==> config.mk <==
export PLATFORM = sky130hd
export DESIGN_NAME = sprite_plotter
export DESIGN_NICKNAME = d
export VERILOG_FILES = /design/src/rtl/sprite_plotter.sv
export SDC_FILE = /design/constraint.sdc
export NUM_CORES = 1
export LEC_CHECK = 0
export ABC_AREA = 1
export CAP_MARGIN = 20
export CORE_MARGIN = 1.5
export CORE_UTILIZATION = 26
export CTS_CLUSTER_DIAMETER = 30
export DETAILED_ROUTE_END_ITERATION = 10
export GPL_ROUTABILITY_DRIVEN = 0
export GPL_TIMING_DRIVEN = 1
export REMOVE_ABC_BUFFERS = 1
export SETUP_SLACK_MARGIN = 0.05
export SLEW_MARGIN = 20
export SYNTH_ARGS = -nofsm -noshare
export SYNTH_HDL_FRONTEND = slang
export SYNTH_SLANG_ARGS = --single-unit
==> constraint.sdc <==
create_clock -name clk -period 3 [get_ports clk]
set_clock_uncertainty 0.1 [all_clocks]
set_input_delay 0.6 -clock clk [delete_from_list [all_inputs] [get_ports clk]]
set_output_delay 0.6 -clock clk [all_outputs]
set_load 0.01 [all_outputs]
==> src/rtl/sprite_plotter.sv <==
// sprite_plotter: erases a W x H box at the old position, then draws it at the new one.
// It issues one pixel per cycle to vga_adapter and suppresses pixels that fall off screen.
module sprite_plotter #(
  parameter int unsigned W         = 4,
  parameter int unsigned H         = 4,
  parameter int unsigned SCREEN_W  = 160,
  parameter int unsigned SCREEN_H  = 120,
  parameter logic [2:0]  BG_COLOUR = 3'b000
) (
  input  logic       clk,
  input  logic       reset_n,
  input  logic       start,
  input  logic       erase_en,
  input  logic [7:0] old_x,
  input  logic [6:0] old_y,
  input  logic [7:0] new_x,
  input  logic [6:0] new_y,
  input  logic [2:0] colour,
  output logic [7:0] x_out,
  output logic [6:0] y_out,
  output logic [2:0] colour_out,
  output logic       plot,
  output logic       busy,
  output logic       done
);

  localparam int unsigned CW = 5;

  typedef enum logic [1:0] {IDLE, ERASE, DRAW, FINISH} state_t;

  state_t        state;
  logic [CW-1:0] dx, dy;
  logic [7:0]    old_x_q, new_x_q;
  logic [6:0]    old_y_q, new_y_q;
  logic [2:0]    colour_q;

  logic          row_end, last, emit;
  logic [CW-1:0] nxt_dx, nxt_dy;
  logic [7:0]    base_x;
  logic [6:0]    base_y;
  logic [2:0]    pix_colour;
  logic [8:0]    px;
  logic [7:0]    py;
  logic          visible;

  // Next pixel to present: offsets, base corner, colour and on-screen test
  always_comb begin
    row_end    = (dx == CW'(W - 1));
    last       = row_end && (dy == CW'(H - 1));
    nxt_dx     = row_end ? '0 : dx + CW'(1);
    nxt_dy     = row_end ? dy + CW'(1) : dy;
    base_x     = new_x_q;
    base_y     = new_y_q;
    pix_colour = colour_q;
    emit       = 1'b0;
    case (state)
      IDLE: begin
        emit       = start;
        nxt_dx     = '0;
        nxt_dy     = '0;
        base_x     = erase_en ? old_x : new_x;
        base_y     = erase_en ? old_y : new_y;
        pix_colour = erase_en ? BG_COLOUR : colour;
      end
      ERASE: begin
        emit = 1'b1;
        if (last) begin
          // Erase pass ends; the first draw pixel follows immediately
          nxt_dx = '0;
          nxt_dy = '0;
        end else begin
          base_x     = old_x_q;
          base_y     = old_y_q;
          pix_colour = BG_COLOUR;
        end
      end
      DRAW:    emit = !last;
      default: emit = 1'b0;
    endcase
    px      = 9'(base_x) + 9'(nxt_dx);
    py      = 8'(base_y) + 8'(nxt_dy);
    visible = (px < 9'(SCREEN_W)) && (py < 8'(SCREEN_H));
  end

  // Sequencer and registered pixel outputs
  always_ff @(posedge clk) begin
    if (!reset_n) begin
      state      <= IDLE;
      dx         <= '0;
      dy         <= '0;
      old_x_q    <= '0;
      old_y_q    <= '0;
      new_x_q    <= '0;
      new_y_q    <= '0;
      colour_q   <= '0;
      x_out      <= '0;
      y_out      <= '0;
      colour_out <= '0;
      plot       <= 1'b0;
      busy       <= 1'b0;
      done       <= 1'b0;
    end else begin
      case (state)
        IDLE: begin
          plot <= 1'b0;
          done <= 1'b0;
          if (start) begin
            old_x_q  <= old_x;
            old_y_q  <= old_y;
            new_x_q  <= new_x;
            new_y_q  <= new_y;
            colour_q <= colour;
            busy     <= 1'b1;
            state    <= erase_en ? ERASE : DRAW;
          end
        end
        ERASE: begin
          if (last) state <= DRAW;
        end
        DRAW: begin
          if (last) begin
            state <= FINISH;
            plot  <= 1'b0;
            busy  <= 1'b0;
            done  <= 1'b1;
          end
        end
        FINISH: begin
          done  <= 1'b0;
          state <= IDLE;
        end
        default: state <= IDLE;
      endcase
      if (emit) begin
        dx    <= nxt_dx;
        dy    <= nxt_dy;
        x_out <= px[7:0];
        y_out <= py[6:0];
        plot  <= visible;
        if (visible) colour_out <= pix_colour;
      end
    end
  end

endmodule
==> results.toml <==
[status]
status = "completed"

[finish]
nets = 696
layout-drive-gt1-share_pct = 25.0
final_cell_mix = "98 x nor2_1, 74 x o21ai_0, 72 x buf_4, 61 x dfxtp_1, 56 x clkdlybuf4s50_1"
fin_area_sq_um = 5480
final_cells = 824
num_antenna_cells = 0
syn2layout_area_growth_pct = 49.0
final_common_cell = "nor2_1"

[power_and_ir_drop]
clockPowerShare_pct = 16.8
p_seq_share_pct = 22.6
p_per_area_nw_per_um2 = 1080
power_switching_share_pct = 41.4
ir_drop_mv = 0.376
p_sw_uw = 2450
leakage_uw = 0.00234
p_int_uw = 3480
combPwrFrac_pct = 60.6

[cts]
numCtsBuffers = 9
cts_buffer_depth = 2
htreeDepth = 3
clock-sinks = 66
clk_pin_slew_ns = 0.06
root_buffer = "clkbuf_16"
clk_latency_ns = 0.34
cts_tree = "done"

[place]
io_buffer_count = 57
place_area_sq_um = 4850
dpl.hpwl_mm = 8.37
dp.cells = 796

[synthesis]
synth_area_per_cell_sq_um = 7.08
yosysSeqAreaShare_pct = 35.9
yosysWarnings = 0
synth_edf_count = 0
async_reset_ff_share_pct = 0
ys_ff_latch = 66
syn-cell-area_sq_um = 3680
synth_cell_types = 37
ys.flop_type = "dfxtp_1"
syn_inst = 520

[worst_setup_path]
crit_required_ns = 3.13
worst-setup-path-type = "register to register"
startpoint = "dx[0]$_SDFFE_PN0P_"
regToRegStartpoint = "dx[0]$_SDFFE_PN0P_"
path_max_fanout = 4
worstPathArrival_ns = 3.05
startpoint_type = "register"
endpoint_kind = "register"

[timing]
relSlewSlack_pct = 61.4
rsz0062_at_grt = "true"
drv_slew = 0
report.final.setup_viol = 0
min_period_over_period_pct = 97.3
fmax_mhz = 342
min_period_ns = 2.92
tightest_slew_ns = 0.578
hold_violations = 0

[die]
fp.dieH_um = 122
rows = 43
die_w_um = 122
placeableCoreArea_sq_um = 13800
fp.dieArea_sq_um = 14900
ios = 58
initial_core_util_pct = 26.6

[global_routing]
grt.total_usage_pct = 15.8
grt_pass1_vias = 3702
grt_first_pass_wirelength_mm = 18.3
grt_max_degree = 31
antenna_found_initial = 0
overflow = 0

[detailed_routing]
drtAntennaViolNets = 0
wl_per_cell_um = 13.9
drt_wl_total_mm = 11.5
via_count = 3897
dr.pass1.iters = 4
drtIter0Drc = 190
viasPerCell = 4.73
drc = 0

[hold_path]
worstHoldStart = "new_y_q[6]$_SDFFE_PN0P_"
hold_class = "register to register"

[job]
maxCapViolations = 0
[sequential cells by signal, indices dropped and copies added, names as in the netlist]
name / flops
old_y_q: 7
dx: 5
done: 1
new_x_q: 8
plot: 1
dy: 5
x_out: 8
busy: 1
state: 2
colour_out: 3
y_out: 7
colour_q: 3
new_y_q: 7
old_x_q: 8
[cell usage after synthesis, types with 3 or more instances]
| cell | number | area [sq um] |
|---|---|---|
| nor2_1 | 102 | 383 |
| a31oi_1 | 3 | 18.8 |
| nand2_1 | 55 | 206 |
| inv_2 | 5 | 18.8 |
| nand4_1 | 6 | 37.5 |
| ha_1 | 18 | 225 |
| nand2_2 | 4 | 25.0 |
| xor2_1 | 6 | 52.6 |
| dfxtp_1 | 66 | 1320 |
| nand3_1 | 27 | 135 |
| inv_1 | 40 | 150 |
| o21a_1 | 3 | 22.5 |
| a21oi_1 | 36 | 180 |
| nand3_2 | 5 | 50.1 |
| o21ai_0 | 80 | 400 |
| a21o_1 | 3 | 22.5 |
| clkbuf_1 | 18 | 67.6 |
| xnor2_1 | 5 | 43.8 |
| o211ai_1 | 11 | 82.6 |
| buf_2 | 5 | 25.0 |
[cells by family (layout without fill, tap and decap cells)]
family          after synthesis  in the layout  synth area share (%)
flops                        66             66                  35.9
compound gates              142            142                  21.1
simple gates                209            209                  25.5
buf+inv                      72            196                  7.62
xor+xnor                     11             11                  2.62
fa+ha+maj                    20             20                  7.21
[stage by stage]
step	total power [uW]	setup slack, ns	hold WS, ns	utilization [%]	TNS (ns)
after floorplan	3010	-0.412	0.329	-	-3.05
after global placement	4320	-0.377	0.337	35.1	-1.95
after detailed placement	4380	-0.501	0.346	35.1	-2.82
after CTS	5790	0.0522	0.356	38.9	0
after global routing	6400	-0.141	0.385	39.7	-0.442
final	5930	0.0803	0.365	39.7	0
[worst paths after layout]
check,endpoint,slack [ns],cells after the start
setup reg to reg,colour_out[1]$_SDFFE_PN0P_,0.08,21
hold reg to reg,new_y_q[6]$_SDFFE_PN0P_,0.36,2
hold / removal,new_y_q[6]$_SDFFE_PN0P_,0.36,2
setup / recovery,colour_out[1]$_SDFFE_PN0P_,0.08,21
[cell type report]
type,instances,area (sq um)
tap,180,225
timing repair buffer,133,1180
sequential,66,1330
multi-input combinational,382,2280
clock inverter,2,10.0
clock buffer,14,274
inverter,47,181
fill,1386,8340
[worst max-delay path: stages, from the launching register on]
cell      delay, ns
dfxtp_2        0.35
ha_4           0.15
nand2_4        0.05
nor2_4         0.14
nand2_4        0.10
nand2_8        0.09
nand2_4        0.06
inv_6          0.07
buf_4          0.12
buf_16         0.11
nand2_1        0.05
o211ai_1       0.11
ha_1           0.34
a21oi_2        0.15
o21ai_2        0.08
xnor2_1        0.15
nor2_1         0.22
nand3_4        0.13
nand3_4        0.12
nand2_2        0.05
inv_1          0.05
nor2_1         0.03
[power by group through the flow]
stage          Clock [uW]  Combinational, uW  Sequential (uW)
2_1_floorplan           0               1640             1370
5_1_grt              1060               3970             1370
6_report              995               3600             1340
3_5_place_dp            0               3050             1330
4_1_cts              1020               3430             1340
3_3_place_gp            0               2990             1320
[routing by layer]
metal  GRT usage [%]  share of wire [%]
met1            19.6                 43
met3            3.28                5.6
met5               0                  0
met4            6.54                2.4
met2            26.7                 49
[repair_timing]
item	in CTS	in global routing
setup endpoints to repair	5	6
gates resized for setup	50	28
setup buffers	6	5
pin swaps	23	32
hold endpoints to repair	0	0
gates cloned	1	0
hold buffers	0	0
(Power assumes the default switching activity.)
